## src/rtl/d_sramlike_pkg.sv

```systemverilog
// d_sramlike_pkg: shared encodings for the data-side SRAM-like bridge.
// Holds the bridge FSM state encoding and the SRAM-like transfer size codes.
package d_sramlike_pkg;

    typedef enum logic [1:0] {
        ST_IDLE = 2'd0,  // no access in flight
        ST_ADDR = 2'd1,  // request presented, waiting for addr_ok
        ST_DATA = 2'd2,  // request accepted, waiting for data_ok
        ST_DONE = 2'd3   // result held until the pipeline releases
    } state_e;

    localparam logic [1:0] SIZE_BYTE = 2'd0;
    localparam logic [1:0] SIZE_HALF = 2'd1;
    localparam logic [1:0] SIZE_WORD = 2'd2;

endpackage

```

## src/rtl/d_sramlike_size.sv

```systemverilog
// d_sramlike_size: maps the datapath byte-write mask and byte address onto an
// SRAM-like transfer size and the address that transfer should carry.
// Loads are always whole-word reads; lane extraction happens in writeback.
module d_sramlike_size
    import d_sramlike_pkg::*;
#(
    parameter int ADDR_W = 32
) (
    input  logic [3:0]        wen_i,
    input  logic [ADDR_W-1:0] addr_i,
    output logic [1:0]        size_o,
    output logic [ADDR_W-1:0] addr_o
);

    logic [1:0] lane;

    // Decode mask into size and low address bits; irregular masks fall back to word.
    // NOTE: size_o and lane are given defaults first so no path through the case leaves them unassigned (which would infer a latch).
    always_comb begin
        size_o = SIZE_WORD;
        lane   = 2'b00;
        case (wen_i)
            4'b0000: begin size_o = SIZE_WORD; lane = 2'b00; end
            4'b1111: begin size_o = SIZE_WORD; lane = 2'b00; end
            4'b0011: begin size_o = SIZE_HALF; lane = 2'b00; end
            4'b1100: begin size_o = SIZE_HALF; lane = 2'b10; end
            4'b0001: begin size_o = SIZE_BYTE; lane = 2'b00; end
            4'b0010: begin size_o = SIZE_BYTE; lane = 2'b01; end
            4'b0100: begin size_o = SIZE_BYTE; lane = 2'b10; end
            4'b1000: begin size_o = SIZE_BYTE; lane = 2'b11; end
            default: begin size_o = SIZE_WORD; lane = 2'b00; end
        endcase
        addr_o = {addr_i[ADDR_W-1:2], lane};
    end

endmodule

```

## src/rtl/d_sramlike_bridge.sv

```systemverilog
// d_sramlike_bridge: turns the datapath's single-cycle data SRAM port into a
// split-transaction SRAM-like request (addr_ok) / response (data_ok) pair,
// stalling the pipeline until the access completes and holding the load
// result until the whole pipeline is released.
// Optional build macro: D_BRIDGE_PERF_EN adds perf_req_cnt / perf_stall_cnt.
module d_sramlike_bridge
    import d_sramlike_pkg::*;
#(
    parameter int ADDR_W = 32,
    parameter int DATA_W = 32
) (
    input  logic              clk,
    input  logic              rst,
    // datapath side
    input  logic              data_sram_en,
    input  logic [3:0]        data_sram_wen,
    input  logic [ADDR_W-1:0] data_sram_addr,
    input  logic [DATA_W-1:0] data_sram_wdata,
    output logic [DATA_W-1:0] data_sram_rdata,
    output logic              d_stall,
    input  logic              all_stall,
    // SRAM-like side
    output logic              data_req,
    output logic              data_wr,
    output logic [1:0]        data_size,
    output logic [ADDR_W-1:0] data_addr,
    output logic [DATA_W-1:0] data_wdata,
    input  logic              data_addr_ok,
    input  logic              data_data_ok,
    input  logic [DATA_W-1:0] data_rdata
`ifdef D_BRIDGE_PERF_EN
    ,
    output logic [31:0]       perf_req_cnt,
    output logic [31:0]       perf_stall_cnt
`endif
);

    state_e            state_q, state_d;
    logic [DATA_W-1:0] result_q, result_d;
    logic              capture;

    d_sramlike_size #(.ADDR_W(ADDR_W)) u_size (
        .wen_i  (data_sram_wen),
        .addr_i (data_sram_addr),
        .size_o (data_size),
        .addr_o (data_addr)
    );

    // Request is driven straight from the datapath so the first cycle of an access can already be accepted.
    assign data_req        = data_sram_en & ((state_q == ST_IDLE) | (state_q == ST_ADDR));
    assign data_wr         = |data_sram_wen;
    assign data_wdata      = data_sram_wdata;
    assign d_stall         = data_sram_en & (state_q != ST_DONE);
    assign data_sram_rdata = result_q;

    // Next-state and result capture; a flushed access drains its response without reaching DONE.
    always_comb begin
        state_d  = state_q;
        result_d = result_q;
        capture  = 1'b0;
        case (state_q)
            ST_IDLE, ST_ADDR: begin
                if (!data_sram_en) begin
                    state_d = ST_IDLE;
                end else if (data_addr_ok && data_data_ok) begin
                    state_d = ST_DONE;
                    capture = 1'b1;
                end else if (data_addr_ok) begin
                    state_d = ST_DATA;
                end else begin
                    state_d = ST_ADDR;
                end
            end
            ST_DATA: begin
                if (data_data_ok) begin
                    if (data_sram_en) begin
                        state_d = ST_DONE;
                        capture = 1'b1;
                    end else begin
                        state_d = ST_IDLE;
                    end
                end
            end
            ST_DONE: begin
                if (!all_stall) state_d = ST_IDLE;
            end
            default: state_d = ST_IDLE;
        endcase
        if (capture) result_d = data_rdata;
    end

    // State and result registers with synchronous reset.
    // NOTE: sequential state uses non-blocking assignments so every flop samples pre-edge values, independent of block ordering.
    always_ff @(posedge clk) begin
        if (rst) begin
            state_q  <= ST_IDLE;
            result_q <= '0;
        end else begin
            state_q  <= state_d;
            result_q <= result_d;
        end
    end

`ifdef D_BRIDGE_PERF_EN
    logic [31:0] perf_req_q, perf_req_d;
    logic [31:0] perf_stall_q, perf_stall_d;

    // Completed-transaction and stall-cycle counters; both wrap naturally.
    always_comb begin
        perf_req_d   = perf_req_q + {31'd0, capture};
        perf_stall_d = perf_stall_q + {31'd0, d_stall};
    end

    // Counter registers.
    always_ff @(posedge clk) begin
        if (rst) begin
            perf_req_q   <= '0;
            perf_stall_q <= '0;
        end else begin
            perf_req_q   <= perf_req_d;
            perf_stall_q <= perf_stall_d;
        end
    end

    assign perf_req_cnt   = perf_req_q;
    assign perf_stall_cnt = perf_stall_q;
`endif

endmodule

```

## config.mk

```make
export PLATFORM = sky130hd
export DESIGN_NAME = d_sramlike_bridge
export DESIGN_NICKNAME = d
export VERILOG_FILES = /design/src/rtl/d_sramlike_pkg.sv /design/src/rtl/d_sramlike_size.sv /design/src/rtl/d_sramlike_bridge.sv
export SDC_FILE = /design/constraint.sdc
export NUM_CORES = 1
export LEC_CHECK = 0
export BUFFER_PORTS_ARGS = -buffer_cell sky130_fd_sc_hd__buf_2
export CORE_ASPECT_RATIO = 1.1
export CORE_MARGIN = 8
export CORE_UTILIZATION = 39
export CTS_BUF_LIST = sky130_fd_sc_hd__clkbuf_8
export DETAILED_ROUTE_END_ITERATION = 8
export GPL_TIMING_DRIVEN = 1
export HOLD_SLACK_MARGIN = 0.12
export PLACE_DENSITY_LB_ADDON = 0.12
export SYNTH_ARGS = -nofsm -noshare
export SYNTH_HDL_FRONTEND = slang
export SYNTH_HIERARCHICAL = 1
export SYNTH_SLANG_ARGS = --single-unit
```

## constraint.sdc

```tcl
create_clock -name clk -period 1.5 [get_ports clk]
set_input_delay 0.075 -clock clk [delete_from_list [all_inputs] [get_ports clk]]
set_output_delay 0.075 -clock clk [all_outputs]
set_load 0.005 [all_outputs]
```

==> qor.csv <==
metric,value,unit
wire_per_inst,13.34,um
drcViolationCount,0,
critical-path-max-stage-delay,0.58,ns
synth_commonest_cells,"buf_4 (63), or2b_2 (46), dfxtp_1 (34), mux2i_1 (32), nand2b_1 (14)",
die_w,88.78,um
path_clk_slew,0.07,ns
rsz0062_at_grt,false,
dpl_cell_area,2260,um2
diodes,0,
antenna_found_initial,0,
cp.required,1.72,ns
swShare,0.2358,
async_reset_ff_frac,0,
vdd_drop_max,398.5,uV
yosys.area.top_type,dfxtp_1,
place_congestion,0.6831,
root_buffer,clkbuf_8,
synth_cell_types,25,
yosys-top-cells-area,"dfxtp_1 (30%), buf_4 (21%), or2b_2 (18%), mux2i_1 (14%), nand2b_1 (3.9%)",
relSlewSlack,0.8378,
startpoint_type,register,
ys_seq_area_frac,0.2996,
synth_top_area_frac,0.2996,
crit_family,buffers and inverters,
synth_edf_count,0,
final_cells,347,
grt_usage,0.1059,
cts_buffer_depth,2,
drt_iter0_drc,29,
cts_tree,built,
clk_latency,0.27,ns
path_buf_inv,1,
drv_cap,0,
grt_max_degree,68,
path_cells,"nand2_1, o32ai_1, dlygate4sd3_1",
timing.final.crit_share,0.9035,
io_buffers,80,
slowest_stage,dlygate4sd3_1,
p_comb_frac,0.175,
crit_path_max_fanout,6,
rows,29,
drive_gt1_frac,0.5407,
clock_sinks,34,
finalNetCount,375,
die-area,8527,um2
yosysWarnings,6,
post-dp-hpwl,3307,um
avgSynthCellArea,9.922,um2
first_pass_iters,3,
worst_pin_slew,0.2401,ns
core,5697,um2
synthMostInstantiatedCell,buf_4,
globalRouteOverflowTotal,0,
fp.dieH,96.06,um
status,"complete, no violations",
hold_viol,0,
timing.hold.ws,0.1321,ns
p_total,0.001989,W
synth_cells,229,
dp_cells,317,
cts_max_level,2,
cts_hold_buf,21,
cts_setup_buffers,0,
fin_area,2571,um2
finalMaxSlewViolations,0,
grt_pass1_wl,7176,um
total_leakage_power,1.134,nW
crit_arrival,1.57,ns
start_util,0.3989,
ys.flop_type,dfxtp_1,
p_sw,0.0004689,W
grt_pass1_vias,1603,
seqPwrFrac,0.482,
power_density,773.5,nW/um2
area_growth,13.16,%
p_clk_frac,0.342,
internal_power,0.001520,W
crit_path_end_kind,register,
hp-class,input pin to register,
setup_tns,0,ns
synth_seq_cells,34,
via_per_inst,4.254,
detailroute.via_count,1476,
fin_crit,1.355,ns
synthesis.area,2272,um2
numCtsBuffers,5,
path_class,register to register,
totalWireLength,4629,um
ios,207,
post_cts_resized,0,
setup_viol,0,
fmax,737.9,MHz
n_fill_cell,567,
antenna_left,0,
finClkSkew,0.003603,ns
syn-num-nets,335,
## worst register-to-register path, cell delays in order, from the launching register on
cell and delay (ns):
dfxtp_1 0.41, nand2_1 0.10, o32ai_1 0.21, dlygate4sd3_1 0.58
## area by class of cell
cell class                      count  area [um2]  share of cell area
Clock buffer                        6       82.58             0.03212
Multi-Input combinational cell    121        1027              0.3995
Tap cell                           77       96.34             0.03747
Inverter                            2       7.507            0.002920
Timing Repair Buffer              105       668.1              0.2599
Sequential cell                    34       680.7              0.2647
Clock inverter                      2       8.758            0.003406
## kinds of logic (layout without fill, tap and decap cells)
logic type,count (synthesis),count (layout),synth area share
AO/OA/AOI/OAI,5,5,0.01928
XOR/XNOR,2,2,0.007711
buffers and inverters,74,115,0.2483
flip-flops,34,34,0.2996
multiplexers,32,32,0.1410
AND/OR/NAND/NOR,82,82,0.2841
## final timing paths
kind	start	slack (ns)	depth (start not counted)	end
hold / removal	data_rdata[17]	0.13	3	data_sram_rdata[17]$_SDFFE_PP0P_
setup reg to reg	state_q[1]$_SDFFE_PP0P_	0.14	3	state_q[0]$_SDFFE_PP0P_
hold reg to reg	data_sram_rdata[13]$_SDFFE_PP0P_	0.47	2	data_sram_rdata[13]$_SDFFE_PP0P_
setup / recovery	state_q[1]$_SDFFE_PP0P_	0.14	3	state_q[0]$_SDFFE_PP0P_
## layout by cell type (no fill, tap or decap)
| cell | count |
|---|---|
| and2b_2 | 1 |
| o32ai_1 | 1 |
| nor4bb_1 | 1 |
| dfxtp_1 | 34 |
| inv_1 | 3 |
| a21oi_1 | 2 |
| nand2b_1 | 14 |
| a21oi_4 | 1 |
| clkinv_2 | 1 |
| buf_2 | 80 |
| nor4_1 | 1 |
| buf_12 | 2 |
| or2b_2 | 46 |
| nor3_1 | 2 |
| nor2_1 | 3 |
| mux2i_1 | 32 |
| buf_4 | 1 |
| nand2b_2 | 7 |
| clkbuf_8 | 6 |
| nand2b_4 | 1 |
| and2_1 | 1 |
| nand2_1 | 2 |
| nor2b_1 | 2 |
| or4_1 | 1 |
| a31o_1 | 1 |
| xnor2_1 | 2 |
| dlygate4sd3_1 | 22 |
## per-layer routing
| metal | routed length (um) | part of all wire | global-route usage | vias to the layer above |
|---|---|---|---|---|
| met5 | 0 | 0 | 0 | - |
| li1 | - | - | - | 744 |
| met1 | 1710 | 0.37 | 0.1018 | 636 |
| met4 | 161 | 0.035 | 0.07052 | 0 |
| met3 | 563 | 0.12 | 0.05124 | 32 |
| met2 | 2194 | 0.47 | 0.1769 | 64 |
## sequential cells by signal, indices dropped and copies added, names as in the netlist
| name | cells |
|---|---|
| data_sram_rdata | 32 |
| state_q | 2 |
## per-stage QoR
stage / setup WS (ns) / utilization
5_1_grt: 0.02986 / 0.4514
2_1_floorplan: 0.3343 / -
3_3_place_gp: 0.2758 / 0.3967
3_5_place_dp: 0.2586 / 0.3967
4_1_cts: 0.1397 / 0.4496
6_report: 0.1447 / 0.4514
## power by group through the flow
| stage | Combinational, W | Clock, W | Sequential [W] |
|---|---|---|---|
| final | 0.000349 | 0.000681 | 0.000959 |
| after global routing | 0.000385 | 0.000767 | 0.000964 |
| after CTS | 0.000354 | 0.000734 | 0.000959 |
| after detailed placement | 0.000311 | 0 | 0.000980 |
| after global placement | 0.000310 | 0 | 0.000980 |
| after floorplan | 0.000317 | 0 | 0.000982 |
Power figures use the tool's default switching activity.
